File: src/rtl/muntjac_irq_ctrl.sv
// muntjac_irq_ctrl: interrupt arbiter and trap-request sequencer.
// Each cycle it selects the highest-priority pending, enabled and
// privilege-eligible interrupt, and offers it to the trap logic as a held
// request. After an accept it waits out a settle window so the CSR file can
// apply the trap side effects. It also produces the WFI wake-up.
//
// Handshake: intr_valid_o/intr_cause_o/intr_priv_o are registered and stay
// stable while valid is high. A transfer happens on a cycle where
// intr_valid_o && intr_ready_i. Ready seen while valid is low is ignored.
// A request can be retracted before acceptance, but only when its interrupt
// is no longer eligible or block_i is high. Ready wins over retraction.
module muntjac_irq_ctrl #(
  parameter int unsigned SETTLE_CYCLES = 2
) (
  input  logic        clk_i,
  input  logic        rst_i,
  input  logic [11:0] mip_i,
  input  logic [11:0] mie_i,
  input  logic [11:0] mideleg_i,
  input  logic [1:0]  priv_lvl_i,
  input  logic        mstatus_mie_i,
  input  logic        mstatus_sie_i,
  input  logic        block_i,
  output logic        intr_valid_o,
  output logic [4:0]  intr_cause_o,
  output logic [1:0]  intr_priv_o,
  input  logic        intr_ready_i,
  output logic        wake_o,
  output logic [1:0]  dbg_state_o
);

  localparam logic [1:0]  PRIV_LVL_U = 2'b00;
  localparam logic [1:0]  PRIV_LVL_S = 2'b01;
  localparam logic [1:0]  PRIV_LVL_M = 2'b11;
  localparam logic [11:0] IRQ_MASK   = 12'hAAA;
  localparam logic [3:0]  SETTLE_LOAD = 4'(SETTLE_CYCLES);

  typedef enum logic [1:0] {
    ST_IDLE    = 2'd0,
    ST_PENDING = 2'd1,
    ST_SETTLE  = 2'd2
  } state_e;

  state_e     state;
  logic [3:0] settle_cnt;

  logic [11:0] pend;
  logic        m_global;
  logic        s_global;
  logic [11:0] m_set;
  logic [11:0] s_set;
  logic        cand_any;
  logic [3:0]  cand_idx;
  logic [1:0]  cand_priv;
  logic [3:0]  held_idx;
  logic        held_ok;

  // Fixed priority within one class: MEI > MSI > MTI > SEI > SSI > STI.
  function automatic logic [3:0] prio_idx(input logic [11:0] s);
    if (s[11])     return 4'd11;
    else if (s[3]) return 4'd3;
    else if (s[7]) return 4'd7;
    else if (s[9]) return 4'd9;
    else if (s[1]) return 4'd1;
    else           return 4'd5;
  endfunction

  assign pend     = mip_i & mie_i & IRQ_MASK;
  assign m_global = (priv_lvl_i != PRIV_LVL_M) || mstatus_mie_i;
  assign s_global = (priv_lvl_i == PRIV_LVL_U) ||
                    ((priv_lvl_i == PRIV_LVL_S) && mstatus_sie_i);
  assign m_set    = pend & ~mideleg_i & {12{m_global}};
  assign s_set    = pend &  mideleg_i & {12{s_global}};

  // Candidate selection: any M-class interrupt beats every S-class one.
  always_comb begin
    cand_any  = 1'b0;
    cand_idx  = 4'd0;
    cand_priv = PRIV_LVL_M;
    if (|m_set) begin
      cand_any  = 1'b1;
      cand_idx  = prio_idx(m_set);
      cand_priv = PRIV_LVL_M;
    end else if (|s_set) begin
      cand_any  = 1'b1;
      cand_idx  = prio_idx(s_set);
      cand_priv = PRIV_LVL_S;
    end
  end

  // The held request stays alive only while its own bit is still eligible
  // in the class it was latched for.
  assign held_idx = intr_cause_o[3:0];
  assign held_ok  = (intr_priv_o == PRIV_LVL_M) ? m_set[held_idx] : s_set[held_idx];

  // Request sequencer: IDLE -> PENDING -> SETTLE -> IDLE, outputs registered.
  always_ff @(posedge clk_i) begin
    if (rst_i) begin
      state        <= ST_IDLE;
      intr_valid_o <= 1'b0;
      intr_cause_o <= 5'b0;
      intr_priv_o  <= PRIV_LVL_M;
      settle_cnt   <= 4'd0;
    end else begin
      case (state)
        ST_IDLE: begin
          if (cand_any && !block_i) begin
            state        <= ST_PENDING;
            intr_valid_o <= 1'b1;
            intr_cause_o <= {1'b1, cand_idx};
            intr_priv_o  <= cand_priv;
          end
        end
        ST_PENDING: begin
          if (intr_ready_i) begin
            state        <= ST_SETTLE;
            intr_valid_o <= 1'b0;
            settle_cnt   <= SETTLE_LOAD;
          end else if (!held_ok || block_i) begin
            state        <= ST_IDLE;
            intr_valid_o <= 1'b0;
          end
        end
        ST_SETTLE: begin
          settle_cnt <= settle_cnt - 4'd1;
          if (settle_cnt <= 4'd1) begin
            state <= ST_IDLE;
          end
        end
        default: begin
          state        <= ST_IDLE;
          intr_valid_o <= 1'b0;
        end
      endcase
    end
  end

  // WFI wake: registered "anything pending and enabled", nothing else.
  always_ff @(posedge clk_i) begin
    if (rst_i) begin
      wake_o <= 1'b0;
    end else begin
      wake_o <= |pend;
    end
  end

  assign dbg_state_o = state;

endmodule

File: config.mk
export PLATFORM = sky130hd
export DESIGN_NAME = muntjac_irq_ctrl
export DESIGN_NICKNAME = d
export VERILOG_FILES = /design/src/rtl/muntjac_irq_ctrl.sv
export SDC_FILE = /design/constraint.sdc
export NUM_CORES = 1
export LEC_CHECK = 0
export ABC_CLOCK_PERIOD_IN_PS = 1980
export CORE_UTILIZATION = 39
export DETAILED_ROUTE_END_ITERATION = 6
export GPL_ROUTABILITY_DRIVEN = 1
export MAX_ROUTING_LAYER = met4
export PLACE_DENSITY = 0.86
export SLEW_MARGIN = 20
export SYNTH_ARGS = -nofsm -noshare
export SYNTH_HDL_FRONTEND = slang
export SYNTH_SLANG_ARGS = --single-unit
File: constraint.sdc
create_clock -name clk_i -period 1.98 [get_ports clk_i]
set_input_delay 0.396 -clock clk_i [delete_from_list [all_inputs] [get_ports clk_i]]
set_output_delay 0.396 -clock clk_i [all_outputs]
set_load 0.02 [all_outputs]
==> results of run 1 <==
## layout by cell type (no fill, tap or decap), drive strengths merged, types with 7 or more instances in the layout
cell type      netlist  routed
nand3b               7       7
nand2                7       7
nor2                14      14
a21oi               10      10
buf                  3      19
dfxtp               14      14
clkdlybuf4s50        0      35
nand3                8       8
## stage by stage
stage                     instances  TNS (ns)  hold slack [ns]  total power [uW]  utilization
final                           220         0           0.4813             913.5       0.6483
after detailed placement        214    -1.538           0.4694             693.2       0.6156
after CTS                       218         0           0.4816             897.6       0.6300
after floorplan                 139         0           0.4982             533.7            -
after global routing            220         0           0.5076             970.2       0.6483
after global placement          214    -1.126           0.4351             673.5       0.6156
## per-layer routing
layer	up-vias	routed length, um	track usage
li1	622	-	-
met3	16	179	0.03889
met2	59	1679	0.4756
met1	605	1308	0.2583
met5	-	0	-
met4	0	114	0.1325
## worst paths after layout
path | from | endpoint | slack (ns) | cells past startpoint
setup / recovery | priv_lvl_i[1] | intr_cause_o[3]$_SDFFE_PP0P_ | 0.06 | 6
hold / removal | intr_cause_o[4]$_SDFFE_PP0P_ | intr_cause_o[4]$_SDFFE_PP0P_ | 0.48 | 2
setup reg to reg | intr_cause_o[1]$_SDFFE_PP0P_ | dbg_state_o[0]$_SDFFE_PP0P_ | 0.37 | 5
hold reg to reg | intr_cause_o[4]$_SDFFE_PP0P_ | intr_cause_o[4]$_SDFFE_PP0P_ | 0.48 | 2
## power by group
group	leakage, uW	total [uW]	internal [uW]	switching (uW)
Combinational	0.000499	356	194	162
Clock	0.0000210	208	112	95.7
Sequential	0.000116	349	308	40.9
## registers in the layout (all words and copies together) (netlist names)
register	count
dbg_state_o	2
wake_o	1
intr_priv_o	1
intr_cause_o	5
intr_valid_o	1
settle_cnt	4
## repair_timing
action	CTS	global route
gates resized for setup	0	8
buffers inserted	0	2
setup endpoints to repair	0	8
## layout make-up
cell class	instances	area, um2
well taps	30	37.54
fillers	218	887.1
flip-flops and latches	14	284.0
repair buffers	54	493.0
inverters	6	22.52
multi-input cells	112	762.0
clock buffers	4	36.28
## Yosys cell counts, drive strengths merged, types with 3 or more instances
cell	count
nor3b	3
inv	6
nand3	8
buf	3
o21ai	6
nand3b	7
nor2b	4
nor2	14
clkbuf	4
mux2i	6
nand2	7
dfxtp	14
a21oi	10
nor3	6
nand2b	3
or3	3
## critical path: stages
cell             delay, ns
clkdlybuf4s50_1       0.48
and3b_2               0.24
a31oi_1               0.07
or3_4                 0.44
or3_1                 0.35
o211a_1               0.13
## logic make-up (layout without fill, tap and decap cells)
family / count (synthesis) / in the layout / synth area share
buffers and inverters: 13 / 64 / 0.05034
DFF: 14 / 14 / 0.2623
AOI/OAI and AO/OA: 39 / 39 / 0.2682
and+or+nand+nor: 64 / 64 / 0.3361
other: 1 / 1 / 0.003510
muxes: 6 / 6 / 0.05621
adders and majority gates: 2 / 2 / 0.02342
==> results.tsv, run 1 <==
stage	metric	value	unit
worst_setup_path	critPathKind	input port to flip-flop	
clock_network	clkSinkCount	14	
floorplanning	fp-row-count	18	
clock_network	path_clk_slew	0.08	ns
routing	via_per_inst	5.918	
timing	final.period_utilization	0.9688	
routing	firstDrtPassIters	4	
place	place.port_buffers	35	
floorplanning	die_h	54.35	um
min_path	hold_class	flip-flop to flip-flop	
synthesis	ys_top_cells_by_area	dfxtp_1 26%, mux2i_1 5.6%, nand3b_1 4.9%, nor2_1 4.9%, a21oi_1 4.2%	
worst_setup_path	startpoint_type	input port	
synthesis	seq_area_frac_synth	0.2623	
timing	hold_viol	0	
power_and_ir_drop	leakage	0.0006362	uW
floorplanning	ios	55	
synthesis	synth_area_per_cell	7.687	um2
synthesis	synthArstFlopShare	0	
global_routing	antenna_found_initial	0	
global_routing	gr-total-overflow	0	
timing	fin_skew	0.0003512	ns
routing	num_vias	1302	
timing	fmax	521.3	MHz
worst_setup_path	end_kind	flip-flop	
synthesis	yosysWarnings	0	
clock_network	root_buffer	clkbuf_4	
clock_network	cts_buffers	3	
layout	num-nets-final	237	
worst_setup_path	cp_max_fo	5	
floorplanning	die-area	2953	um2
synthesis	synth_nets	185	
clock_network	clockBufferDepth	2	
global_routing	gr-usage-all-layers	0.2574	
place	placed_cell_area	1553	um2
timing	fin_ws	0.06178	ns
power_and_ir_drop	power.density	558.6	nW/um2
timing	drv_slew	0	
clock_network	clkLatencyLatePin	0.29	ns
synthesis	ys_types	47	
routing	post-route-drc-count	0	
layout	diodes	0	
floorplanning	initial_core_util	0.4236	
synthesis	yosys.area.top_type	dfxtp_1	
clock_network	htree_levels	1	
synthesis	synthFlopType	dfxtp_1	
routing	drtIter0Drc	41	
clock_network	ctsHoldBuffers	0	
synthesis	synth_edf_count	0	
global_routing	grt_pass1_vias	1263	
synthesis	synth_area	1069	um2
place	globalplace.congestion	1.048	
outcome	status	complete, no violations	
routing	postRouteWirelength	3281	um
floorplanning	fp.coreArea	2522	um2
run	drv_cap	0	
layout	areaGrowthSynthToFinish	53.04	%
routing	avgRoutedWirePerCell	14.91	um
place	dp_slack	-0.2382	ns
global_routing	grt_pass1_wl	5313	um
layout	final_cell_area	1635	um2
synthesis	ys_seq_elements	14	
place	post-dp-hpwl	2583	um
timing	slew_headroom	0.5902	
synthesis	synthCells	139	
global_routing	grt_max_degree	17	
timing	setup_viol	0	
timing	min_period	1.918	ns
clock_network	cts_tree	yes	
layout	drive_above_1_share	0.2053	
timing	tightest_slew	0.6128	ns
power_and_ir_drop	ir_worst_vdd	513.8	uV
worst_setup_path	cp.arrival	2.10	ns
synthesis	synth_top_area_frac	0.2623	
worst_setup_path	cp.required	2.16	ns
floorplanning	die_w	54.35	um
routing	antenna_left	0	
timing	rsz0062_at_grt	false	
Note: power is estimated with default switching activity, not from simulation.
==> run 2, diff against run 1 <==
--- a/config.mk
+++ b/config.mk
@@ -11,6 +11,7 @@
 export GPL_ROUTABILITY_DRIVEN = 1
 export MAX_ROUTING_LAYER = met4
 export PLACE_DENSITY = 0.86
+export SKIP_CTS_REPAIR_TIMING = 1
 export SLEW_MARGIN = 20
 export SYNTH_ARGS = -nofsm -noshare
 export SYNTH_HDL_FRONTEND = slang
==> results of run 2 <==
Same layout as run 1: the final DEF is identical, and so are final timing and power.
==> run 3, diff against run 2 <==
--- a/config.mk
+++ b/config.mk
@@ -6,11 +6,12 @@
 export NUM_CORES = 1
 export LEC_CHECK = 0
 export ABC_CLOCK_PERIOD_IN_PS = 1980
-export CORE_UTILIZATION = 39
+export CORE_UTILIZATION = 61
 export DETAILED_ROUTE_END_ITERATION = 6
+export DONT_BUFFER_PORTS = 1
 export GPL_ROUTABILITY_DRIVEN = 1
 export MAX_ROUTING_LAYER = met4
-export PLACE_DENSITY = 0.86
+export PLACE_DENSITY = 0.84
 export SKIP_CTS_REPAIR_TIMING = 1
 export SLEW_MARGIN = 20
 export SYNTH_ARGS = -nofsm -noshare
==> results.tsv, run 3 (synthesis gave the netlist of run 1 again) <==
stage	metric	value	unit	change
power_and_ir_drop	power.density	687.1	nW/um2	was 558.6 nW/um2
layout	final_cell_mix	14 x nor2_1, 14 x dfxtp_1, 9 x a21oi_1		was 35 x clkdlybuf4s50_1, 19 x buf_4, 14 x nor2_1
layout	fillers	135		was 218
global_routing	grt_pass1_wl	3995	um	was 5313 um
clock_network	htree_levels	1		unchanged
run	drv_cap	0		unchanged
global_routing	grt_pass1_vias	967		was 1263
floorplanning	ios	55		unchanged
routing	antenna_left	0		unchanged
worst_setup_path	end_kind	flip-flop		unchanged
layout	largest_reg_flops	5		unchanged
global_routing	antenna_found_initial	0		unchanged
layout	drive_above_1_share	0.1079		was 0.2053
worst_setup_path	critPathKind	flip-flop to flip-flop		was input port to flip-flop
timing	fin_ws	0.2706	ns	was 0.06178 ns
clock_network	clockBufferDepth	2		unchanged
global_routing	grt_max_degree	17		unchanged
layout	multi_input_area	734.5	um2	was 762.0 um2
timing	whs	0.1756	ns	was 0.4813 ns
timing	final.period_utilization	0.8633		was 0.9688
floorplanning	fp-row-count	14		was 18
timing	min_period	1.709	ns	was 1.918 ns
timing	slew_headroom	0.6168		was 0.5902
timing	hold_viol	0		unchanged
worst_setup_path	cp.arrival	1.87	ns	was 2.10 ns
layout	utilization	0.7079		was 0.6483
floorplanning	die-area	1923	um2	was 2953 um2
min_path	hold_class	input port to flip-flop		was flip-flop to flip-flop
clock_network	cts_buffers	3		unchanged
timing	fmax	585.0	MHz	was 521.3 MHz
global_routing	gr-usage-all-layers	0.2838		was 0.2574
place	globalplace.congestion	0.9321		was 1.048
layout	top_register	intr_cause_o		unchanged
clock_network	clkSinkCount	14		unchanged
place	dp_slack	0.1628	ns	was -0.2382 ns
layout	diodes	0		unchanged
routing	avgRoutedWirePerCell	15.26	um	was 14.91 um
routing	drtIter0Drc	39		was 41
power_and_ir_drop	ir_worst_vdd	545.8	uV	was 513.8 uV
clock_network	clkLatencyLatePin	0.28	ns	was 0.29 ns
layout	areaGrowthSynthToFinish	4.450	%	was 53.04%
timing	rsz0062_at_grt	false		unchanged
place	place.port_buffers	0		was 35
floorplanning	initial_core_util	0.6778		was 0.4236
clock_network	root_buffer	clkbuf_4		unchanged
clock_network	cts_tree	yes		unchanged
timing	fin_skew	0.004866	ns	was 0.0003512 ns
floorplanning	die_h	43.86	um	was 54.35 um
routing	postRouteWirelength	2366	um	was 3281 um
timing	finalSetupTns	0	ns	unchanged
routing	num_vias	1038		was 1302
worst_setup_path	startpoint_type	flip-flop		was input port
outcome	violations	design-rule violations		
timing	setup_viol	0		unchanged
power_and_ir_drop	power	766.9	uW	was 913.5 uW
clock_network	path_clk_slew	0.09	ns	was 0.08 ns
worst_setup_path	cp.required	2.14	ns	was 2.16 ns
global_routing	gr-total-overflow	0		unchanged
timing	drv_slew	0		unchanged
layout	layout.area.seq	280.3	um2	was 284.0 um2
place	post-dp-hpwl	1817	um	was 2583 um
floorplanning	die_w	43.86	um	was 54.35 um
timing	tightest_slew	0.5704	ns	was 0.6128 ns
routing	via_per_inst	6.697		was 5.918
outcome	status	finished with violations		was complete, no violations
power_and_ir_drop	leakage	0.0004223	uW	was 0.0006362 uW
floorplanning	fp.coreArea	1577	um2	was 2522 um2
layout	num-nets-final	186		was 237
routing	firstDrtPassIters	7		was 4
routing	post-route-drc-count	2		was 0
worst_setup_path	cp_max_fo	11		was 5
run 3: cell types whose count changed in the layout (fill, tap and decap cells not counted), sizes merged:
cell / before / now
clkdlybuf4s50: 35 / 0
buf: 19 / 3
run 3: final timing paths:
kind | startpoint | to | slack (ns) | depth (start not counted)
worst max-delay path | intr_cause_o[1]$_SDFFE_PP0P_ | intr_valid_o$_SDFFE_PP0P_ | 0.27 | 5
worst min-delay path | rst_i | intr_cause_o[0]$_SDFFE_PP0P_ | 0.18 | 1
worst max register to register | intr_cause_o[1]$_SDFFE_PP0P_ | intr_valid_o$_SDFFE_PP0P_ | 0.27 | 5
worst min register to register | dbg_state_o[0]$_SDFFE_PP0P_ | intr_valid_o$_SDFFE_PP0P_ | 0.48 | 1
run 3: critical path, cell delays in order (launching register included):
cell and delay, ns:
dfxtp_1 0.69, nor2b_1 0.20, o21ai_0 0.09, a31o_2 0.23
a32oi_1 0.26, a221oi_1 0.12
run 3: cell type report:
cell class / count / area share
clock buffer: 4 / 0.03251
inverter: 6 / 0.02018
multi-input combinational: 112 / 0.6581
sequential: 14 / 0.2511
tap: 16 / 0.01794
timing repair buffer: 3 / 0.02018
run 3: per-layer routing:
| metal | GRT usage | part of all wire | vias up | routed length (um) |
|---|---|---|---|---|
| met5 | - | 0 | - | 0 |
| met4 | 0.07273 | 0.0042 | 0 | 10 |
| met3 | 0.08333 | 0.091 | 2 | 215 |
| met2 | 0.4269 | 0.44 | 56 | 1051 |
| met1 | 0.3734 | 0.46 | 460 | 1088 |
| li1 | - | - | 520 | - |
run 3: per-stage QoR:
step,cell area (um2),instances
6_report,1116,155
5_1_grt,1116,155
4_1_cts,1116,155
3_5_place_dp,1080,151
3_3_place_gp,1080,151
2_1_floorplan,1069,139
run 3: where the power goes:
part           internal [uW]  switching, uW  leakage (uW)
sequential               307           50.4      0.000115
clock                    112           92.4     0.0000210
combinational           99.5            106      0.000287
